===== config.mk =====
export PLATFORM = sky130hd
export DESIGN_NAME = period_meter
export DESIGN_NICKNAME = d
export VERILOG_FILES = /design/src/rtl/period_meter.sv
export SDC_FILE = /design/constraint.sdc
export NUM_CORES = 1
export LEC_CHECK = 0
export CAP_MARGIN = 20
export CORE_MARGIN = 4
export CORE_UTILIZATION = 50
export CTS_CLUSTER_SIZE = 14
export DETAILED_ROUTE_END_ITERATION = 10
export HOLD_SLACK_MARGIN = 0.08
export PLACE_DENSITY = 0.71
export SYNTH_ARGS = -nofsm -noshare
export SYNTH_HDL_FRONTEND = slang
export SYNTH_SLANG_ARGS = --single-unit

===== constraint.sdc =====
create_clock -name clk_1k -period 2.7 [get_ports clk_1k]
set_clock_uncertainty 0.1 [all_clocks]
set_input_delay 0.405 -clock clk_1k [delete_from_list [all_inputs] [get_ports clk_1k]]
set_output_delay 0.405 -clock clk_1k [all_outputs]
set_load 0.005 [all_outputs]

===== src/rtl/period_meter.sv =====
// Period meter: measures sig_in period in clk_1k ticks, averages 2**AVG_LOG2
// accepted periods and flags loss of signal after MAX_PERIOD idle ticks.
//
//  state | meaning
//  ARM   | waiting for the first rising edge to start timing
//  MEAS  | timing edge-to-edge, accumulating accepted periods
module period_meter #(
  parameter int MIN_PERIOD = 2,
  parameter int MAX_PERIOD = 1000,
  parameter int AVG_LOG2   = 2
) (
  input  logic        clk_1k,
  input  logic        rst,
  input  logic        sig_in,
  output logic [15:0] period,
  output logic        period_vld,
  output logic        timeout
);

  localparam int AW = 16 + AVG_LOG2;
  localparam int NW = AVG_LOG2 + 1;
  localparam logic [NW-1:0] NLAST = NW'((1 << AVG_LOG2) - 1);
  localparam logic [15:0]   MINP  = 16'(MIN_PERIOD);
  localparam logic [15:0]   MAXP  = 16'(MAX_PERIOD);

  typedef enum logic {ARM, MEAS} state_t;

  state_t          state, state_nxt;
  logic            s1, s2, s3;
  logic            rise;
  logic [15:0]     cnt, cnt_nxt;
  logic [AW-1:0]   acc, acc_nxt, sum;
  logic [NW-1:0]   nacc, nacc_nxt;
  logic [15:0]     period_nxt;
  logic            vld_nxt, timeout_nxt;

  assign rise = s2 & ~s3;
  assign sum  = acc + AW'(cnt);

  // s1/s2 resynchronise sig_in; s3 delays s2 for edge detection
  always_ff @(posedge clk_1k or negedge rst) begin
    if (!rst) begin
      s1 <= 1'b0;
      s2 <= 1'b0;
      s3 <= 1'b0;
    end else begin
      s1 <= sig_in;
      s2 <= s1;
      s3 <= s2;
    end
  end

  always_ff @(posedge clk_1k or negedge rst) begin
    if (!rst) begin
      state      <= ARM;
      cnt        <= '0;
      acc        <= '0;
      nacc       <= '0;
      period     <= '0;
      period_vld <= 1'b0;
      timeout    <= 1'b0;
    end else begin
      state      <= state_nxt;
      cnt        <= cnt_nxt;
      acc        <= acc_nxt;
      nacc       <= nacc_nxt;
      period     <= period_nxt;
      period_vld <= vld_nxt;
      timeout    <= timeout_nxt;
    end
  end

  always_comb begin
    state_nxt   = state;
    cnt_nxt     = cnt;
    acc_nxt     = acc;
    nacc_nxt    = nacc;
    period_nxt  = period;
    vld_nxt     = 1'b0;
    timeout_nxt = timeout;
    case (state)
      ARM: begin
        if (rise) begin
          cnt_nxt   = 16'd1;
          acc_nxt   = '0;
          nacc_nxt  = '0;
          state_nxt = MEAS;
        end
      end
      MEAS: begin
        // an accepted edge takes priority over the terminal count
        if (rise && cnt >= MINP) begin
          acc_nxt  = sum;
          nacc_nxt = nacc + NW'(1);
          cnt_nxt  = 16'd1;
          if (nacc == NLAST) begin
            period_nxt  = 16'(sum >> AVG_LOG2);
            vld_nxt     = 1'b1;
            timeout_nxt = 1'b0;
            acc_nxt     = '0;
            nacc_nxt    = '0;
          end
        end else if (cnt == MAXP) begin
          period_nxt  = '0;
          vld_nxt     = 1'b1;
          timeout_nxt = 1'b1;
          cnt_nxt     = '0;
          acc_nxt     = '0;
          nacc_nxt    = '0;
          state_nxt   = ARM;
        end else if (cnt != 16'hFFFF) begin
          cnt_nxt = cnt + 16'd1;
        end
      end
      default: state_nxt = ARM;
    endcase
  end

endmodule


# --- Yosys cells after proc, flatten, opt, wreduce, memory -nomap -nowiden ---
# Index checks and enable logic that the tools add are counted.
totals:
  ff_bits: 59
  inputBits: 3
  output_inout_bits: 18
  elab_cells: 58
classes:
  add_sub_neg: 3
  order_cmp: 1
  n_eq_ne: 7
  mux: 29
  n_bitwise: 3
  n_reduce_logical: 5
ops:
  columns: ["op", "count"]
  rows:
  - ["two-way mux 16 bit", 7]
  - ["two-way mux 18 bit", 4]
  - ["one-hot mux 18 bit (2 select lines)", 1]
  - ["one-hot mux 16 bit (2 select lines)", 1]
  - ["adder 18 x 16 -> 18 bit", 1]
  - ["adder 16 x 1 -> 16 bit, second input constant", 1]
  - ["equality test 16 x 10 -> 1 bit, second input constant", 1]
  - [">= comparator 16 x 2 -> 1 bit, second input constant", 1]
  - ["inequality test 16 bit, second input constant", 1]
  - ["two-way mux 3 bit", 4]
  - ["two-way mux 1 bit", 10]
  - ["one-hot mux 3 bit (2 select lines)", 1]
  - ["inequality test 4 x 1 -> 1 bit, second input constant", 1]
  - ["AND reduction 2 bit", 2]
  - ["adder 3 x 1 -> 3 bit, second input constant", 1]
  - ["equality test 3 x 2 -> 1 bit, second input constant", 1]
  - ["inequality test 3 x 1 -> 1 bit, second input constant", 1]
  - ["AND reduction 3 bit", 1]
  - ["inequality test 2 x 1 -> 1 bit, second input constant", 1]
  - ["inequality test 2 bit, second input constant", 1]
  - ["inverter 1 bit", 2]
  - ["one-hot mux 1 bit (2 select lines)", 1]
  - ["nonzero test 2 bit", 1]
  - ["AND 1 bit", 1]
  - ["logical AND 1 bit", 1]

# --- Depth between registers and ports, before layout ---
logic_depth:
  word_depth: 5
  ltp_mapped: 10
  depth_no_buf: 9

# --- Least setup slack after synthesis ---
# OpenSTA, ideal clock, no wires.
synth_path:
  kind: "register -> register"
  start: "reg cnt[6]"
  end: "reg period[15]"
  setup_time_ns: 0.069
  arrival_time_ns: 2.054
  t_required_ns: 2.531
  path_slack_ns: 0.477
  path_stages_with_launch: 8
  n_path_buf: 0
  path_cell_list: "dfrtp_1 > ha_1 > and2_1 > nand3_1 > a211oi_1 > o31ai_1 > or4b_1 > nand3_1"
synth_between:
  elab_chain_cells: 4
synth_lines:
  columns: ["item", "line", "text"]
  rows:
  - ["start, declared", "31", "logic [15:0] cnt, cnt_nxt;"]
  - ["start signal, assigned", "64", "cnt <= cnt_nxt;"]
  - [">= comparator 16 x 2 -> 1 bit", "92", "if (rise && cnt >= MINP) begin"]
  - ["logical AND 1 bit", "92", null]
  - ["inequality test 2 x 1 -> 1 bit (no source line) or nonzero test 2 bit (tied branches)", null, null]
  - ["AND reduction 3 bit (no source line)", null, null]
  - ["end signal, assigned", "67", "period <= period_nxt;"]
  - ["end, declared", "15", "output logic [15:0] period,"]
# Parallel ways exist; a longest one is shown, timed or not. The select of a mux whose other input is x is not followed.
# A chain may end at the register's enable or synchronous reset.

# --- Final worst setup path ---
layout_path:
  start: "reg cnt[1]"
  end: "reg acc[14]"
layout_between:
  elab_chain_cells: 4
layout_lines:
  columns: ["item", "line", "text"]
  rows:
  - ["adder 18 x 16 -> 18 bit or >= comparator 16 x 2 -> 1 bit (tied branches)", "38, 92", null]
  - ["two-way mux 18 bit or logical AND 1 bit (tied branches)", "96, 92", null]
  - ["two-way mux 18 bit or inequality test 3 x 1 -> 1 bit (tied branches)", null, null]
  - ["one-hot mux 18 bit (2 select lines) or AND reduction 2 bit (tied branches)", null, null]
  - ["end signal, assigned", "65", "acc <= acc_nxt;"]
  - ["end, declared", "32", "logic [AW-1:0] acc, acc_nxt, sum;"]
# Parallel ways exist; a longest one is shown, timed or not.

==> out/metrics.csv <==
metric;value;unit
tns;0;ps
yosysTopAreaCellShare;0.424;
hpwl;6240;um
ys_types;54;
relSlewSlack;0.592;
insertion_delay;350;ps
die_w;91.5;um
cts.clk_slew.worst_paths;70;ps
ys.flop_type;dfrtp_1;
grt_max_degree;60;
ir_drop;0.338;mV
cts_setup_buffers;0;
clock_path_buffers;2;
dr.max_layer_used;met4;
maxCapViolCount;0;
fin_ws;190;ps
root_buffer;clkbuf_8;
core;6790;um^2
syn_nets;387;
rsz0062_at_grt;no;
ys_seq_area_frac;0.424;
final_common_cell;dfrtp_1;
layout_common_cells;59 x dfrtp_1, 39 x nand2_1, 24 x a21oi_1;
period_share;0.929;
cts_tree;yes;
dr.first_iter.drc_count;202;
antenna_cells;0;
critPathMaxFanout;6;
numCtsBuffers;9;
die_area;8370;um^2
grtUsageTotal;0.223;
grt_first_pass_wirelength;14700;um
rows;30;
drt-total-wl;8630;um
grt_pass1_vias;2785;
cts_num_sinks;59;
place.gp.congestion;0.990;
area_delta_synth_final;18.8;%
worst_ep_arrival_time;2700;ps
synth-seq-cells;59;
io_pins;21;
r2r_slack;190;ps
dp_slack;137;ps
cp.required;2890;ps
drv_slew;0;
fin_nets;418;
p_leak;1.90;nW
setup_viol;0;
worstHoldPathType;reg -> reg;
synth_edf_count;0;
syn_area;3480;um^2
post-route-util;0.609;
antenna_found_initial;0;
fmax;398;MHz
port_buffers;20;
start_kind;flop;
start_util;0.513;
synth.top_cells.by_area;dfrtp_1 42%, ha_1 7.2%, nand2_1 4.2%, a22o_1 4.0%, a21oi_1 3.4%;
die_y;91.5;um
p_total;3.10;mW
avgSynthCellArea;9.60;um^2
crit_type;reg -> reg;
fin_crit;2510;ps
drtPass1Iterations;4;
drtAntennaViolNets;0;
drive_gt1_frac;0.115;
synth_cells;363;
avgRoutedWirePerCell;17.4;um
place_area;3860;um^2
wl_met2;4060;um
ys.warnings.count;0;
async_flop_share;1.00;
dr_total_vias;2881;
htreeDepth;3;
power_density;749;nW/um^2
overflow;0;
dr_wl_met3;499;um
end_kind;flop;
max_slew.worst_pin.slew;611;ps
hold_viol_final;0;
remaining_drc_errors;0;
synth_top_cell_by_area;dfrtp_1;
vias_per_cell;5.82;
fin_area;4140;um^2
status;finished clean;
drt-met1-wl;3940;um
[final cells by class]
| type | count | area, um^2 |
|---|---|---|
| flip-flops and latches | 59 | 1480 |
| inverters | 10 | 37.5 |
| fillers | 580 | 2660 |
| multi-input cells | 275 | 1890 |
| clock inverters | 7 | 125 |
| repair buffers | 39 | 365 |
| clock buffers | 9 | 124 |
| well taps | 96 | 120 |
[Yosys cell counts, drive strengths merged (6+ instances only)]
master,count
xnor2,8
nand4,13
nor4,6
nand3,10
a22o,16
nand2,40
inv,10
a21oi,25
buf,12
and3,7
dfrtp,59
clkbuf,7
o21ai,19
ha,20
o31ai,10
a21o,9
nor2,23
xor2,13
[registers in the layout, summed over array words and instances (netlist names)]
| signal | flops |
|---|---|
| acc | 18 |
| cnt | 16 |
| period | 16 |
| nacc | 3 |
| period_vld | 1 |
| s1 | 1 |
| s2 | 1 |
| s3 | 1 |
| state | 1 |
| timeout | 1 |
[per-stage QoR]
step,std cells,hold slack (ps)
2_1_floorplan,363,9.41
3_3_place_gp,478,233
3_5_place_dp,478,237
4_1_cts,495,250
5_1_grt,495,272
6_report,495,249
[cell families (layout without fill, tap and decap cells)]
kind of cell               after synthesis  in the layout  share of synthesized area
and+or+nand+nor                        123            123                      0.186
AOI/OAI and AO/OA                      109            109                      0.218
DFF                                     59             59                      0.424
buffers and inverters                   29             65                     0.0388
adders and majority gates               21             21                     0.0776
xor gates and xnor gates                21             21                     0.0528
muxes                                    1              1                    0.00287
[critical path, stage by stage, from the launching register on]
cell      delay [ps]
dfrtp_1          430
inv_1            150
fa_1             470
nand2b_1         180
a21oi_1          210
o31a_1           280
a21oi_1          110
xnor2_1          320
a22o_1           190
[routing by layer]
metal	global-route usage	vias up
li1	-	1395
met1	0.303	1411
met2	0.351	63
met3	0.0439	12
met4	0.0829	0
met5	0	-
[report_power, final]
group | internal, mW | switching (mW)
clock | 0.620 | 0.387
sequential | 0.999 | 0.0888
combinational | 0.420 | 0.584
total | 2.04 | 1.06
[what timing repair did]
item	4_1_cts	5_1_grt
endpoints found under the setup margin	0	6
gates resized for setup	0	3
hold buffers	1	0
hold endpoints to repair	59	0
[final timing paths]
check                                    from                   to  cells after the start
max                        cnt[1]$_DFFE_PN0P_  acc[14]$_DFFE_PN0P_                      8
min                              s1$_DFF_PN0_         s2$_DFF_PN0_                      0
max reg2reg                cnt[1]$_DFFE_PN0P_  acc[14]$_DFFE_PN0P_                      8
min reg2reg                      s1$_DFF_PN0_         s2$_DFF_PN0_                      0
max in group asynchronous                 rst   acc[2]$_DFFE_PN0P_                      3
min in group asynchronous                 rst   cnt[1]$_DFFE_PN0P_                      3
Power figures use the tool's default switching activity.
